--- src/rtl/sa_pkg.sv ---
// Shared state encoding and default configuration for the systolic-array load controller.
package sa_pkg;

  localparam int unsigned DEF_ADDR_W       = 6;
  localparam int unsigned DEF_DRAIN_CYCLES = 5;
  localparam int unsigned DEF_W_BASE       = 0;
  localparam int unsigned DEF_D_BASE       = 16;
  localparam int unsigned TILE_W           = 4;

  typedef enum logic [2:0] {
    ST_IDLE    = 3'd0,
    ST_CLEAR   = 3'd1,
    ST_PRELOAD = 3'd2,
    ST_FEED    = 3'd3,
    ST_DRAIN   = 3'd4,
    ST_FINISH  = 3'd5
  } sa_state_e;

endpackage

--- src/rtl/sa_cycle_counter.sv ---
// Loadable down-counter with a zero flag; times the array drain window.
module sa_cycle_counter #(
  parameter int unsigned W = 3
) (
  input  logic         clk,
  input  logic         rst,
  input  logic         load,
  input  logic [W-1:0] load_val,
  input  logic         dec,
  output logic         zero
);

  logic [W-1:0] count_q;
  logic [W-1:0] count_d;

  // Load takes priority over decrement; decrement saturates at zero.
  always_comb begin
    count_d = count_q;
    if (load) begin
      count_d = load_val;
    end else if (dec && (count_q != '0)) begin
      count_d = count_q - W'(1);
    end
  end

  // Counter register with synchronous reset.
  always_ff @(posedge clk) begin
    if (rst) begin
      count_q <= '0;
    end else begin
      count_q <= count_d;
    end
  end

  assign zero = (count_q == '0);

endmodule

--- src/rtl/sa_load_controller.sv ---
// Sequences clear / weight preload / activation feed / drain per tile and
// arbitrates the shared single-port memory address.
// Optional feature: define SA_CTRL_ABORT_EN to add the abort input.
module sa_load_controller
  import sa_pkg::*;
#(
  parameter int unsigned ADDR_W       = DEF_ADDR_W,
  parameter int unsigned DRAIN_CYCLES = DEF_DRAIN_CYCLES,
  parameter int unsigned W_BASE       = DEF_W_BASE,
  parameter int unsigned D_BASE       = DEF_D_BASE
) (
  input  logic              clk,
  input  logic              rst,
`ifdef SA_CTRL_ABORT_EN
  input  logic              abort,
`endif
  input  logic              start,
  input  logic [TILE_W-1:0] num_tiles,
  output logic              w_en,
  input  logic              w_done,
  input  logic [ADDR_W-1:0] w_addr,
  output logic              d_en,
  input  logic              d_done,
  input  logic [ADDR_W-1:0] d_addr,
  output logic [ADDR_W-1:0] mem_addr,
  output logic              sa_clear,
  output logic              busy,
  output logic              done,
  output logic [TILE_W-1:0] tile_idx
);

  localparam int unsigned CNT_W = $clog2(DRAIN_CYCLES + 1);

  sa_state_e         state_q, state_d;
  logic [TILE_W-1:0] tile_idx_q, tile_idx_d;
  logic [TILE_W-1:0] num_tiles_q, num_tiles_d;
  logic              w_en_q, d_en_q, sa_clear_q, busy_q, done_q;
  logic              cnt_load, cnt_dec, cnt_zero;

  // Drain timer: loaded with DRAIN_CYCLES-1 on entry so DRAIN lasts DRAIN_CYCLES cycles.
  sa_cycle_counter #(
    .W (CNT_W)
  ) u_drain_cnt (
    .clk      (clk),
    .rst      (rst),
    .load     (cnt_load),
    .load_val (CNT_W'(DRAIN_CYCLES - 1)),
    .dec      (cnt_dec),
    .zero     (cnt_zero)
  );

  // Next-state, tile bookkeeping and drain-timer control.
  always_comb begin
    state_d     = state_q;
    tile_idx_d  = tile_idx_q;
    num_tiles_d = num_tiles_q;
    cnt_load    = 1'b0;
    cnt_dec     = 1'b0;
    unique case (state_q)
      ST_IDLE: begin
        if (start) begin
          state_d     = ST_CLEAR;
          tile_idx_d  = '0;
          num_tiles_d = (num_tiles == '0) ? TILE_W'(1) : num_tiles;
        end
      end
      ST_CLEAR: state_d = ST_PRELOAD;
      ST_PRELOAD: begin
        if (w_done) state_d = ST_FEED;
      end
      ST_FEED: begin
        if (d_done) begin
          state_d  = ST_DRAIN;
          cnt_load = 1'b1;
        end
      end
      ST_DRAIN: begin
        if (cnt_zero) begin
          if (({1'b0, tile_idx_q} + (TILE_W + 1)'(1)) < {1'b0, num_tiles_q}) begin
            state_d    = ST_CLEAR;
            tile_idx_d = tile_idx_q + TILE_W'(1);
          end else begin
            state_d = ST_FINISH;
          end
        end else begin
          cnt_dec = 1'b1;
        end
      end
      ST_FINISH: state_d = ST_IDLE;
      default:   state_d = ST_IDLE;
    endcase
`ifdef SA_CTRL_ABORT_EN
    // Abort jumps straight to FINISH so the job still reports completion.
    if (abort && (state_q != ST_IDLE) && (state_q != ST_FINISH)) begin
      state_d  = ST_FINISH;
      cnt_load = 1'b0;
      cnt_dec  = 1'b0;
    end
`endif
  end

  // State, tile registers and registered output strobes decoded from the next state.
  always_ff @(posedge clk) begin
    if (rst) begin
      state_q     <= ST_IDLE;
      tile_idx_q  <= '0;
      num_tiles_q <= '0;
      w_en_q      <= 1'b0;
      d_en_q      <= 1'b0;
      sa_clear_q  <= 1'b0;
      busy_q      <= 1'b0;
      done_q      <= 1'b0;
    end else begin
      state_q     <= state_d;
      tile_idx_q  <= tile_idx_d;
      num_tiles_q <= num_tiles_d;
      w_en_q      <= (state_d == ST_PRELOAD);
      d_en_q      <= (state_d == ST_FEED);
      sa_clear_q  <= (state_d == ST_CLEAR);
      busy_q      <= (state_d != ST_IDLE);
      done_q      <= (state_d == ST_FINISH);
    end
  end

  // Shared memory address: source selected by the current state, wrapping at ADDR_W bits.
  always_comb begin
    mem_addr = '0;
    if (state_q == ST_PRELOAD) begin
      mem_addr = ADDR_W'(W_BASE) + w_addr;
    end else if (state_q == ST_FEED) begin
      mem_addr = ADDR_W'(D_BASE) + d_addr;
    end
  end

  assign w_en     = w_en_q;
  assign d_en     = d_en_q;
  assign sa_clear = sa_clear_q;
  assign busy     = busy_q;
  assign done     = done_q;
  assign tile_idx = tile_idx_q;

endmodule

--- config.mk ---
export PLATFORM = sky130hd
export DESIGN_NAME = sa_load_controller
export DESIGN_NICKNAME = d
export VERILOG_FILES = /design/src/rtl/sa_pkg.sv /design/src/rtl/sa_cycle_counter.sv /design/src/rtl/sa_load_controller.sv
export SDC_FILE = /design/constraint.sdc
export NUM_CORES = 1
export LEC_CHECK = 0
export ABC_AREA = 1
export CAP_MARGIN = 20
export CORE_MARGIN = 1
export CORE_UTILIZATION = 60
export CTS_CLUSTER_DIAMETER = 200
export DETAILED_ROUTE_END_ITERATION = 10
export DONT_BUFFER_PORTS = 1
export PLACE_DENSITY = 0.74
export SETUP_SLACK_MARGIN = 0.4
export SYNTH_ARGS = -nofsm -noshare
export SYNTH_HDL_FRONTEND = slang
export SYNTH_SLANG_ARGS = --single-unit
--- constraint.sdc ---
create_clock -name clk -period 3.5 [get_ports clk]
set_input_delay 0.525 -clock clk [delete_from_list [all_inputs] [get_ports clk]]
set_output_delay 0.525 -clock clk [all_outputs]
set_load 0.01 [all_outputs]
### Word-level counts from Yosys, hierarchy flattened

Index checks and enable logic that the tools add are counted.
Widths: inputs -> output; s select.

| word-level totals | value |
|---|---|
| flip-flop bits (word level) | 19 |
| input port bits | 21 |
| output and inout port bits | 15 |
| logic and storage cells | 56 |

| operators by class | value |
|---|---|
| add/sub/neg operators | 4 |
| order comparisons | 1 |
| equal/unequal tests | 11 |
| multiplexer cells | 19 |
| reductions and logical operators | 11 |

Operators with widths:

| operator | number |
|---|---|
| $mux 3 | 7 |
| $mux 4 | 4 |
| $pmux 3 s5 | 1 |
| $eq 3x2->1 const B | 4 |
| $mux 6 | 2 |
| $pmux 4 s2 | 1 |
| $add 5x6->6 const A | 1 |
| $eq 3x1->1 const B | 2 |
| $eq 3x3->1 const B | 2 |
| $logic_not 3->1 | 2 |
| $ne 2x2->1 const B | 3 |
| $reduce_bool 3->1 | 2 |
| $add 4x1->5 const B | 1 |
| $lt 5x4->1 | 1 |
| $add 4x1->4 const B | 1 |
| $logic_not 4->1 | 1 |
| $mux 1 | 4 |
| $reduce_and 4->1 | 1 |
| $reduce_bool 2->1 | 2 |
| $sub 3x1->3 const B | 1 |
| $reduce_and 2->1 | 1 |
| $reduce_or 2->1 | 1 |
| $logic_and 1x1->1 | 1 |

### Longest topological paths before layout

Gate-level depths: netlist of the first run.

| logic depth | value |
|---|---|
| word-level depth | 6 |
| mapped depth | 14 |
| gate-level depth less buffers | 14 |

### Modules after synthesis

A second synthesis of the first run with hierarchy kept.

| second synthesis, totals | value |
|---|---|
| cell total of the unflattened synthesis | 159 |
| area total of the unflattened synthesis | 1124.8 um2 |

By module, submodules not included:

| module | times used | cells each | area an instance (um2) | seq. area each (um2) |
|---|---|---|---|---|
| sa_load_controller | 1 | 125 | 923.4 | 320.3 |
| sa_cycle_counter | 1 | 34 | 201.4 | 60.1 |

### Worst setup path after synthesis of the first run

No wires, ideal clock.

| path | value |
|---|---|
| kind | register to register |
| start point | register tile_idx_q[0] (netlist: tile_idx[0]) |
| end point | register tile_idx_q[1] (netlist: tile_idx[1]) |
| setup time | 0.113 ns |
| arrival time | 1.644 ns |
| data required time | 3.387 ns |
| path slack | 1.743 ns |
| cell stages (with the launch flop) | 15 |
| buffers on the path | 0 |
| clock period less this slack | 1.757 ns |
| cell sequence | dfxtp_1 > ha_1 > nand2_1 > inv_1 > nor2_1 > ha_1 > nand2_1 > nor2_1 > nand2_1 > nand3_1 > nand2_1 > nand2_4 > nand2_1 > nand2_1 > nor2_1 |

| on the way | value |
|---|---|
| word-level cells in the longest chain between the ends | 4 |
| elaborated cells on any way between the ends | 8 |
| classes of those cells | 2 x add/sub; 1 x order compare; 1 x eq/ne; 3 x mux; 1 x reduce/logical |

Ends and longest elaborated chain:

| item | line | source |
|---|---|---|
| start: declaration | sa_load_controller.sv:35 | `logic [TILE_W-1:0] tile_idx_q, tile_idx_d;` |
| start signal: assignment | sa_load_controller.sv:115 | `tile_idx_q <= tile_idx_d;` |
| $add 4x1->5 / $add 4x1->4 (equally long branches) | sa_load_controller.sv:79, sa_load_controller.sv:81 |  |
| $lt 5x4->1 / $mux 4 (equally long branches) | sa_load_controller.sv:79 | `if (({1'b0, tile_idx_q} + (TILE_W + 1)'(1)) < {1'b0, num_tiles_q}) begin` |
| $ne 2x2->1 (no source line) / $mux 4 (equally long branches) | n/a |  |
| $reduce_and 4->1 (no source line) / $pmux 4 s2 (equally long branches) | n/a |  |

Parallel ways exist; a longest one is shown, timed or not. The select of a mux whose other input is x is not followed.
A chain may end at the register's enable or synchronous reset.

### Worst setup path after layout of the first run

Ends and elaborated chain as after synthesis.

==> results of run 1 <==
[state kept, by name (all words and copies together) (netlist names)]
register and count:
num_tiles_q 4, w_en 1, u_drain_cnt.count_q 3, d_en 1
busy 1, sa_clear 1, done 1, tile_idx 4
state_q 3
[per-stage QoR]
stage	hold WS, ps	util, %	instance area (um2)
floorplan	437	-	1060
global placement	454	68.5	1080
detailed placement	456	68.5	1080
CTS	272	70.2	1110
global route	257	70.2	1110
finish	270	70.2	1110
[area by class of cell]
type	instances	area (um2)
Clock buffer	4	26.3
Multi-Input combinational cell	112	577
Fill cell	149	470
Inverter	27	103
Sequential cell	19	380
Tap cell	16	20.0
[path summary, 6_finish.rpt]
kind / startpoint / to / slack (ps) / depth (start not counted)
worst min register to register: num_tiles_q[1] / num_tiles_q[1] / 470 / 2
worst max-delay path: tile_idx[0] / tile_idx[1] / 1480 / 14
worst min-delay path: rst / sa_clear / 270 / 1
worst max register to register: tile_idx[0] / tile_idx[1] / 1480 / 14
[cells in the mapped netlist]
cell type	number
nand2_2	2
nor4_1	1
nor2_2	2
nor2_1	18
o21a_1	1
clkinv_1	1
o211ai_1	2
a21oi_1	7
clkinv_2	1
inv_2	1
nand2_4	1
nand3_2	2
nand2_1	44
o21bai_1	1
dfxtp_1	19
a31oi_1	1
nor3_1	2
nand3_1	13
xor2_1	1
o31ai_1	1
nor2_4	1
o21ai_0	4
ha_1	6
or2_2	2
inv_1	24
[power by group through the flow]
stage / Combinational [uW] / Clock, uW / Sequential, uW
2_1_floorplan: 89.3 / 0 / 255
3_3_place_gp: 102 / 0 / 258
3_5_place_dp: 106 / 0 / 259
4_1_cts: 107 / 115 / 254
5_1_grt: 125 / 126 / 256
6_report: 107 / 115 / 254
[worst max-delay path: cells and delay by family (launching register included)]
family,cells,cell delay [ps]
buffers and inverters,1,70
flip-flops,1,490
AND/OR/NAND/NOR,11,830
adder cells (fa/ha/maj),2,530
[metal layers]
metal  track usage [%]  wire length, um  vias up
li1                  -                -      505
met1              28.1              920      411
met2              36.8              908       34
met3              6.12              185        3
met4              5.45               17        0
met5                 0                0        -
[cells by family after synthesis]
logic type      Yosys count
simple gates             88
flops                    19
xor+xnor                  1
fa+ha+maj                 6
buf+inv                  27
compound gates           17
==> results by group, run 1 <==
Placed design
  – Port Buf Inserts: 0
  – DP Cell Count: 174
  – HPWL after DPL: 1.58 mm
  – Placer Congestion: 0.867
  – Setup WS pre-CTS: 1520 ps

Yosys
  – Sequential fraction of the synthesis area: 35.9%
  – Net Count, Synth: 185
  – Xor and xnor area share after synthesis: 0.826%
  – Post-synth cell types: 25
  – Number of synthesis warnings: 0
  – Post-synthesis adder-cell area fraction: 7.08%
  – Compound-Gate Fraction of Synth Area: 9.33%
  – Cell taking the most area after synthesis: dfxtp_1
  – Seq cells post-synth: 19
  – Mapped Area: 0.00106 mm2
  – Mean Syn Cell Area: 6.71 um2
  – Largest family of logic cells by synthesized area: simple AND/OR/NAND/NOR gates
  – Area contributors post-synth: dfxtp_1 36%, nand2_1 16%, inv_1 8.5%
  – Simple-Gate Fraction of Synth Area: 37.2%
  – Syn Inst Count: 158
  – Post-synth top area share: 35.9%
  – Multiplexer share of the synthesized area: 0%

Route
  – Pre-antenna DRT Iters: 10
  – WL per Instance: 11.4 um
  – Vias after detailed routing: 953
  – Drt initial violations: 14
  – Vias per inst: 5.35
  – DRC viols: 4
  – Post-route ant nets: 0
  – Drt total wl: 2.03 mm

Clock network
  – Reg clk slew, reported paths: 110 ps
  – CTS max path bufs: 2
  – Cts hold-fix bufs: 0
  – Post-CTS setup buffer count: 0
  – Cts bufs inserted: 3
  – Root buffer cell: clkbuf_4
  – CTS tree: yes
  – Worst-Skew Late Latency: 310 ps
  – CTS-repair resized insts: 0
  – H-tree depth: 1
  – Num Clock Sinks: 19

Global route
  – Vias in the first global route: 798
  – Largest net degree at the start of global routing: 11
  – Global-route wire length before repair: 3.19 mm
  – Initial antenna violation count: 0
  – Gr usage total: 22.0%
  – GR Overflow Total: 0

Flow run
  – Number of max-cap violations: 0

Setup path
  – Worst EP arrival: 2230 ps
  – Crit-path cells: ha_1 > nand2_1 > inv_1 > nor2_1 > ha_1 > nand2_1 > nor2_1 > nand2_1 > nand3_1 > nand2_1 > nand2_4 > nand2_1 > nand2_1 > nor2_1
  – Crit-path most repeated cell: nand2_1
  – Worst-path maximum fanout: 7
  – Slowest Stage Delay on Critical Path: 490 ps
  – Worst EP required: 3710 ps
  – Kind of critical path: reg -> reg
  – Nature of the critical path startpoint: flip-flop
  – Critical Path Sink Type: flip-flop
  – Slowest cell on crit path: dfxtp_1

STA
  – Max Freq: 0.496 GHz
  – RSZ-0062 raised after global routing: false
  – Final setup fails: 0
  – Slew margin rel.: 73.2%
  – Measured slew at the worst slew-check pin: 398 ps
  – Fin. max-slew vios: 0
  – Fin. Hold Viols: 0
  – Final TNS setup: 0 ps
  – Final setup margin: 1480 ps
  – Tcrit/Tclk final: 57.6%
  – Minimum clock period: 2020 ps
  – Skew final: 8.48 ps

Floorplanning
  – Initial core utilization: 67.2%
  – Core Footprint: 0.00158 mm2
  – Width of the die: 44.0 um
  – IO Pins: 36
  – Die area: 0.00194 mm2
  – Die Y: 44.0 um
  – Row cnt: 14

Pwr
  – Switching share of power: 33.2%
  – Internal Pwr Total: 318 uW
  – PD cells: 430 mW/mm2
  – Logic pwr share: 22.5%
  – Psw: 158 uW
  – Clock network power share: 24.1%
  – Seq pwr share: 53.4%
  – Leak: 0.000554 uW
  – Worst vdd ir: 241 uV
  – Total power: 475 uW

Cells and area
  – Nets: 190
  – Most frequent cells in the layout: 44 x nand2_1, 24 x inv_1, 19 x dfxtp_1, 18 x nor2_1, 13 x nand3_1
  – Most common cell after layout, fill and taps aside: nand2_1
  – Diodes inserted: 0
  – Fraction of layout cells with a size suffix above 1: 9.26%
  – Area growth from synthesis to layout: 4.37%
  – Final Non-Filler Cells: 178

Worst hold path
  – Worst Hold Class: in -> reg

Status
  – Violations in the final reports: design-rule violations
  – Run status: finished with violations
Power figures use the tool's default switching activity.
==> run 2, diff against run 1 <==
Settings changed: CORE_UTILIZATION 60 to 54, PLACE_DENSITY 0.74 to 0.7.
Clock period 3.5 ns to 1.75 ns, I/O delays scaled along.
==> run 2 against run 1 <==
- the flow now finishes without violations
- total power increased by 130%
- critical path type unchanged
- setup slack worse by 1500 ps
- largest cell class unchanged
- sequential share of layout area down 6.7 points
- sequential power increased by 99%
- hold slack lost 260 ps
- combinational power increased to 3.3 times the previous value
- via count rose by 15%
==> results by group, run 2 (synthesis gave the netlist of run 1 again) <==
Cells and area
  – Nets: 204 (was 190)
  – Most common cell after layout, fill and taps aside: nand2_1 (unchanged)
  – Final Non-Filler Cells: 201 (was 178)
  – Most frequent cells in the layout: 32 x nand2_1, 20 x inv_1, 16 x nor2_1, 13 x dfxtp_1, 12 x nand2_2 (was 44 x nand2_1, 24 x inv_1, 19 x dfxtp_1, 18 x nor2_1, 13 x nand3_1)
  – Diodes inserted: 0 (unchanged)
  – Area growth from synthesis to layout: 35.5% (was 4.37%)
  – Final core occ: 80.6% (was 70.2%)
  – Final instance area: 0.00144 mm2 (was 0.00111 mm2)
  – Fraction of layout cells with a size suffix above 1: 37.5% (was 9.26%)

Route
  – Drt initial violations: 35 (was 14)
  – Post-route ant nets: 0 (unchanged)
  – Vias per inst: 5.47 (was 5.35)
  – Drt total wl: 2.64 mm (was 2.03 mm)
  – Vias after detailed routing: 1100 (was 953)
  – DRC viols: 0 (was 4)
  – WL per Instance: 13.1 um (was 11.4 um)
  – Pre-antenna DRT Iters: 4 (was 10)

Setup path
  – Worst EP arrival: 1960 ps (was 2230 ps)
  – Reg2reg start: tile_idx[1] (was tile_idx[0])
  – Critical Path Sink Type: flip-flop (unchanged)
  – Nature of the critical path startpoint: flip-flop (unchanged)
  – Worst EP required: 1990 ps (was 3710 ps)
  – Kind of critical path: reg -> reg (unchanged)
  – Critical Path Source: tile_idx[1] (was tile_idx[0])
  – Worst-path maximum fanout: 7 (unchanged)

Pwr
  – PD cells: 760 mW/mm2 (was 430 mW/mm2)
  – Leak: 0.000660 uW (was 0.000554 uW)
  – Worst vdd ir: 563 uV (was 241 uV)

Global route
  – Initial antenna violation count: 0 (unchanged)
  – Vias in the first global route: 911 (was 798)
  – Gr usage total: 24.6% (was 22.0%)
  – GR Overflow Total: 0 (unchanged)
  – Largest net degree at the start of global routing: 11 (unchanged)
  – Global-route wire length before repair: 3.73 mm (was 3.19 mm)

STA
  – Tcrit/Tclk final: 98.5% (was 57.6%)
  – Max Freq: 0.580 GHz (was 0.496 GHz)
  – Measured slew at the worst slew-check pin: 280 ps (was 398 ps)
  – RSZ-0062 raised after global routing: true (was false)
  – Slew margin rel.: 81.2% (was 73.2%)
  – Minimum clock period: 1720 ps (was 2020 ps)
  – Final setup fails: 0 (unchanged)
  – Skew final: 1.63 ps (was 8.48 ps)
  – Fin. Hold Viols: 0 (unchanged)
  – Fin. max-slew vios: 0 (unchanged)
  – Final setup margin: 26.1 ps (was 1480 ps)

Clock network
  – CTS max path bufs: 2 (unchanged)
  – Root buffer cell: clkbuf_4 (unchanged)
  – CTS tree: yes (unchanged)
  – Reg clk slew, reported paths: 110 ps (about the same)
  – Num Clock Sinks: 19 (unchanged)
  – Worst-Skew Late Latency: 300 ps (was 310 ps)
  – Cts bufs inserted: 3 (unchanged)
  – H-tree depth: 1 (unchanged)

Flow run
  – Number of max-cap violations: 0 (unchanged)

Status
  – Run status: complete, no violations (was finished with violations)

Placed design
  – HPWL after DPL: 1.70 mm (was 1.58 mm)
  – Area post-placement: 0.00115 mm2 (was 0.00108 mm2)
  – Port Buf Inserts: 0 (unchanged)
  – Setup WS pre-CTS: -12.7 ps (was 1520 ps)
  – DP Cell Count: 187 (was 174)
  – Placer Congestion: 0.839 (was 0.867)

Worst hold path
  – HP Start: rst (unchanged)
  – Worst Hold Class: in -> reg (unchanged)

Floorplanning
  – Width of the die: 46.3 um (was 44.0 um)
  – IO Pins: 36 (unchanged)
  – Die area: 0.00214 mm2 (was 0.00194 mm2)
  – Core Footprint: 0.00178 mm2 (was 0.00158 mm2)
  – Initial core utilization: 59.4% (was 67.2%)
  – Die Y: 46.3 um (was 44.0 um)
  – Row cnt: 15 (was 14)
run 2: cell types whose count changed in the layout (fill, tap and decap cells not counted), moves of 3 or more:
cell	change
nand2_1	-12
buf_4	+11
nand2_2	+10
nand3_1	-8
dfxtp_1	-6
nand3_2	+6
dfxtp_4	+4
inv_1	-4
ha_1	-3
ha_4	+3
run 2: worst paths after layout:
check | to | slack [ps] | cells after the start
worst min-delay path | sa_clear | 10 | 1
worst max register to register | tile_idx[1] | 30 | 14
worst min register to register | num_tiles_q[1] | 470 | 2
worst max-delay path | tile_idx[1] | 30 | 14
run 2: worst max-delay path, stage by stage, from the launching register on:
cell and delay [ps]:
dfxtp_4 380, ha_4 170, nand2_2 60, inv_2 40, nor2_4 120, ha_4 220
nand2_2 50, nand2_1 50, nand2_1 80, nand3_2 100, nand2_4 100, nand2_4 70
nand2_1 60, nand2_1 50, nor2_1 100
run 2: what timing repair did:
action	CTS	global route
hold buffers	0	1
gates resized for setup	30	15
cloned	0	0
pin swaps	18	16
setup endpoints to repair	14	17
setup buffers	7	2
endpoints found under the hold margin	0	1
run 2: where the power goes:
part | switching [uW] | total (uW) | internal, uW
registers | 34.5 | 506 | 472
clock network | 142 | 231 | 89.0
logic | 206 | 354 | 148
run 2: stage by stage:
stage / power (uW) / hold slack [ps] / TNS, ps
2_1_floorplan: 697 / 329 / 0
3_3_place_gp: 747 / 333 / 0
3_5_place_dp: 756 / 333 / -12.7
4_1_cts: 1040 / 9.39 / 0
5_1_grt: 1160 / 2.65 / -216
6_report: 1090 / 11.1 / 0
run 2: final cells by class:
| cell class | instances | area, um2 |
|---|---|---|
| Multi-Input combinational cell | 112 | 757 |
| Sequential cell | 19 | 398 |
| Fill cell | 124 | 347 |
| Timing Repair Buffer | 14 | 115 |
| Inverter | 27 | 109 |
| Tap cell | 25 | 31.3 |
| Clock buffer | 4 | 26.3 |
run 2: metal layers:
metal,vias up,track usage (%),share of wire (%)
met2,42,42.2,50
met5,-,0,0
li1,537,-,-
met4,0,10.6,1.5
met1,516,30.0,41
met3,5,3.53,7.8
==> run 3, diff against run 2 <==
Settings changed: ABC_AREA 1 to default, CORE_UTILIZATION 54 to 55, PLACE_DENSITY 0.7 to 0.71.
==> run 3 against run 2 <==
- the run now ends with negative hold slack, negative setup slack left
- clock power up 7%
- setup slack worse by 310 ps
- sequential cell count unchanged
- cell area up 14%
- global-route usage up 3.1 points
- largest power group unchanged
- largest cell class unchanged
- register-to-register slack worse by 310 ps
- total power down 6.7%
==> results by group, run 3 <==
Route
  – Post-route ant nets: 0 (unchanged)
  – WL per Instance: 21.2 um (was 13.1 um)
  – Vias after detailed routing: 1094 (was 1100)
  – Drt initial violations: 34 (was 35)
  – Pre-antenna DRT Iters: 4 (unchanged)
  – DRC viols: 0 (unchanged)
  – Drt total wl: 3.70 mm (was 2.64 mm)
  – Vias per inst: 6.29 (was 5.47)

Yosys
  – Number of flops mapped to enable cells by yosys: 0 (unchanged)
  – Syn Inst Count: 117 (was 158)
  – Area contributors post-synth: dfxtp_1 34%, mux2i_1 8.0%, ha_1 6.7% (was dfxtp_1 36%, nand2_1 16%, inv_1 8.5%)
  – Net Count, Synth: 144 (was 185)
  – Post-synth top area share: 33.9% (was 35.9%)
  – Top FF cell, synth: dfxtp_1 (unchanged)
  – Seq cells post-synth: 19 (unchanged)
  – Mapped Area: 0.00112 mm2 (was 0.00106 mm2)
  – Sequential fraction of the synthesis area: 33.9% (was 35.9%)
  – Commonest cells in the netlist: 19 x dfxtp_1, 17 x nor2_1, 9 x inv_1, 9 x mux2i_1, 6 x ha_1 (was 44 x nand2_1, 24 x inv_1, 19 x dfxtp_1, 18 x nor2_1, 13 x nand3_1)
  – Post-synth ARST share: 0% (unchanged)
  – Number of synthesis warnings: 0 (unchanged)
  – Most instantiated library cell after synthesis: dfxtp_1 (was nand2_1)
  – Cell taking the most area after synthesis: dfxtp_1 (unchanged)
  – Post-synth cell types: 40 (was 25)
  – Mean Syn Cell Area: 9.58 um2 (was 6.71 um2)

Setup path
  – Worst EP required: 2010 ps (was 1990 ps)
  – Kind of critical path: reg -> reg (unchanged)
  – Reg2reg start: tile_idx[1] (unchanged)
  – Critical Path Sink Type: flip-flop (unchanged)
  – Worst EP arrival: 2290 ps (was 1960 ps)
  – Worst-path maximum fanout: 3 (was 7)
  – Nature of the critical path startpoint: flip-flop (unchanged)
  – Crit Reg-Reg Endpoint: tile_idx[1] (unchanged)
  – Internal reg-to-reg setup slack: -280 ps (was 30 ps)
  – Worst R2R Path Depth: 8 (was 14)

Floorplanning
  – Core Footprint: 0.00182 mm2 (was 0.00178 mm2)
  – IO Pins: 36 (unchanged)
  – Die area: 0.00222 mm2 (was 0.00214 mm2)
  – Initial core utilization: 61.6% (was 59.4%)
  – Die Y: 47.1 um (was 46.3 um)
  – Row cnt: 15 (unchanged)
  – Width of the die: 47.1 um (was 46.3 um)

Clock network
  – Root buffer cell: clkbuf_4 (unchanged)
  – CTS max path bufs: 2 (unchanged)
  – Worst-Skew Late Latency: 320 ps (was 300 ps)
  – H-tree depth: 1 (unchanged)
  – Num Clock Sinks: 19 (unchanged)
  – CTS tree: yes (unchanged)
  – Cts bufs inserted: 3 (unchanged)
  – Reg clk slew, reported paths: 130 ps (was 110 ps)

Placed design
  – Setup WS pre-CTS: -204 ps (was -12.7 ps)
  – DP Cell Count: 149 (was 187)
  – Placer Congestion: 0.853 (was 0.839)
  – HPWL after DPL: 1.86 mm (was 1.70 mm)
  – Port Buf Inserts: 0 (unchanged)
  – Area post-placement: 0.00127 mm2 (was 0.00115 mm2)

STA
  – Tcrit/Tclk final: 116% (was 98.5%)
  – Fin. max-slew vios: 0 (unchanged)
  – Minimum clock period: 2030 ps (was 1720 ps)
  – Max Freq: 0.493 GHz (was 0.580 GHz)
  – Worst hold margin: -8.35 ps (was 11.1 ps)
  – Skew final: 13.7 ps (was 1.63 ps)
  – Measured slew at the worst slew-check pin: 431 ps (was 280 ps)
  – Fin. Hold Viols: 5 (was 0)
  – Final setup fails: 8 (was 0)
  – Final TNS setup: -1580 ps (was 0 ps)
  – RSZ-0062 raised after global routing: true (unchanged)
  – Slew margin rel.: 71.0% (was 81.2%)
  – Final setup margin: -280 ps (was 26.1 ps)

Cells and area
  – Fraction of layout cells with a size suffix above 1: 59.1% (was 37.5%)
  – Area growth from synthesis to layout: 46.4% (was 35.5%)
  – Final instance area: 0.00164 mm2 (was 0.00144 mm2)
  – Diodes inserted: 0 (unchanged)
  – Final Non-Filler Cells: 174 (was 201)
  – Most common cell after layout, fill and taps aside: buf_4 (was nand2_1)
  – Most frequent cells in the layout: 23 x buf_4, 11 x dfxtp_1, 9 x nor2_1, 8 x nor2_2, 7 x inv_1 (was 32 x nand2_1, 20 x inv_1, 16 x nor2_1, 13 x dfxtp_1, 12 x nand2_2)
  – Nets: 177 (was 204)

Status
  – Violations in the final reports: negative hold slack, negative setup slack
  – Run status: finished with violations (was complete, no violations)

Global route
  – Initial antenna violation count: 0 (unchanged)
  – Largest net degree at the start of global routing: 16 (was 11)
  – Global-route wire length before repair: 4.23 mm (was 3.73 mm)
  – Vias in the first global route: 992 (was 911)
  – GR Overflow Total: 0 (unchanged)
  – Gr usage total: 27.7% (was 24.6%)

Worst hold path
  – WHS Path Cells: 1 (unchanged)
  – Worst Hold Class: in -> reg (unchanged)
  – HP Start: rst (unchanged)
  – Hold EP: state_q[0] (was sa_clear)

Pwr
  – Worst vdd ir: 560 uV (was 563 uV)
  – Leak: 0.000614 uW (was 0.000660 uW)
  – PD cells: 620 mW/mm2 (was 760 mW/mm2)

Flow run
  – Number of max-cap violations: 0 (unchanged)
run 3: changes by cell type after synthesis, sizes merged, moves of 4 or more:
cell	before	now
mux2i	0	9
nand3	15	3
nor3	2	6
inv	25	10
nand2	47	6
a31o	0	4
run 3: per-stage QoR:
step                util (%)  hold WS, ps  total power (uW)
floorplan                  -          338               642
global placement        69.7          326               664
detailed placement      69.7          326               672
CTS                     83.0         9.84               952
global route            90.2        -6.06              1050
finish                  90.2        -8.35              1020
run 3: area by class of cell:
class / instances / area (um2)
clock buffers: 4 / 26.3
fillers: 78 / 179
inverters: 10 / 45.0
multi-input cells: 86 / 887
flip-flops and latches: 19 / 403
well taps: 25 / 31.3
repair buffers: 30 / 249
run 3: routing by layer:
metal  global-route usage (%)  routed length [um]  up-vias
li1                         -                   -      482
met1                     32.9                1530      530
met2                     47.8                1830       67
met3                     4.23                 201       15
met4                     14.9                 130        0
met5                        0                   0        -
run 3: timing repair:
action	in CTS	in global routing
gates cloned	0	0
endpoints found under the hold margin	0	2
buffers inserted	17	2
endpoints found under the setup margin	23	23
hold buffers	0	2
gates resized for setup	21	20
pin swaps	11	11
run 3: worst max-delay path by stage:
stage | cells after the start | to | from | slack [ps]
final | 8 | tile_idx[1] | tile_idx[1] | -280
after global routing | 8 | tile_idx[1] | tile_idx[1] | -320
after CTS | 7 | sa_clear | tile_idx[1] | -190
after global placement | 7 | sa_clear | tile_idx[0] | -110
after detailed placement | 7 | sa_clear | tile_idx[1] | -200
after floorplan | 7 | sa_clear | tile_idx[0] | -60
run 3: cells by family (layout without fill, tap and decap cells):
kind of cell | after synthesis | after routing | synth area share [%]
buffers and inverters | 12 | 44 | 5.02
adders and majority gates | 6 | 6 | 6.70
xor gates and xnor gates | 4 | 4 | 3.13
DFF | 19 | 19 | 33.9
AOI/OAI and AO/OA | 22 | 22 | 20.9
and+or+nand+nor | 45 | 45 | 22.3
muxes | 9 | 9 | 8.04
run 3: worst max-delay path, cell delays in order (launching register included):
cell      delay (ps)
dfxtp_4          380
ha_4             280
ha_4             190
a21boi_2         160
o211ai_2         280
a31oi_4          150
buf_4            180
nor4_2           210
a31o_2           160
run 3: power by group:
group | total, uW | internal (uW) | leakage (uW) | switching (uW)
clock | 247 | 89.3 | 0.0000150 | 157
sequential | 484 | 453 | 0.000160 | 30.8
combinational | 288 | 140 | 0.000439 | 148
total | 1020 | 683 | 0.000614 | 336
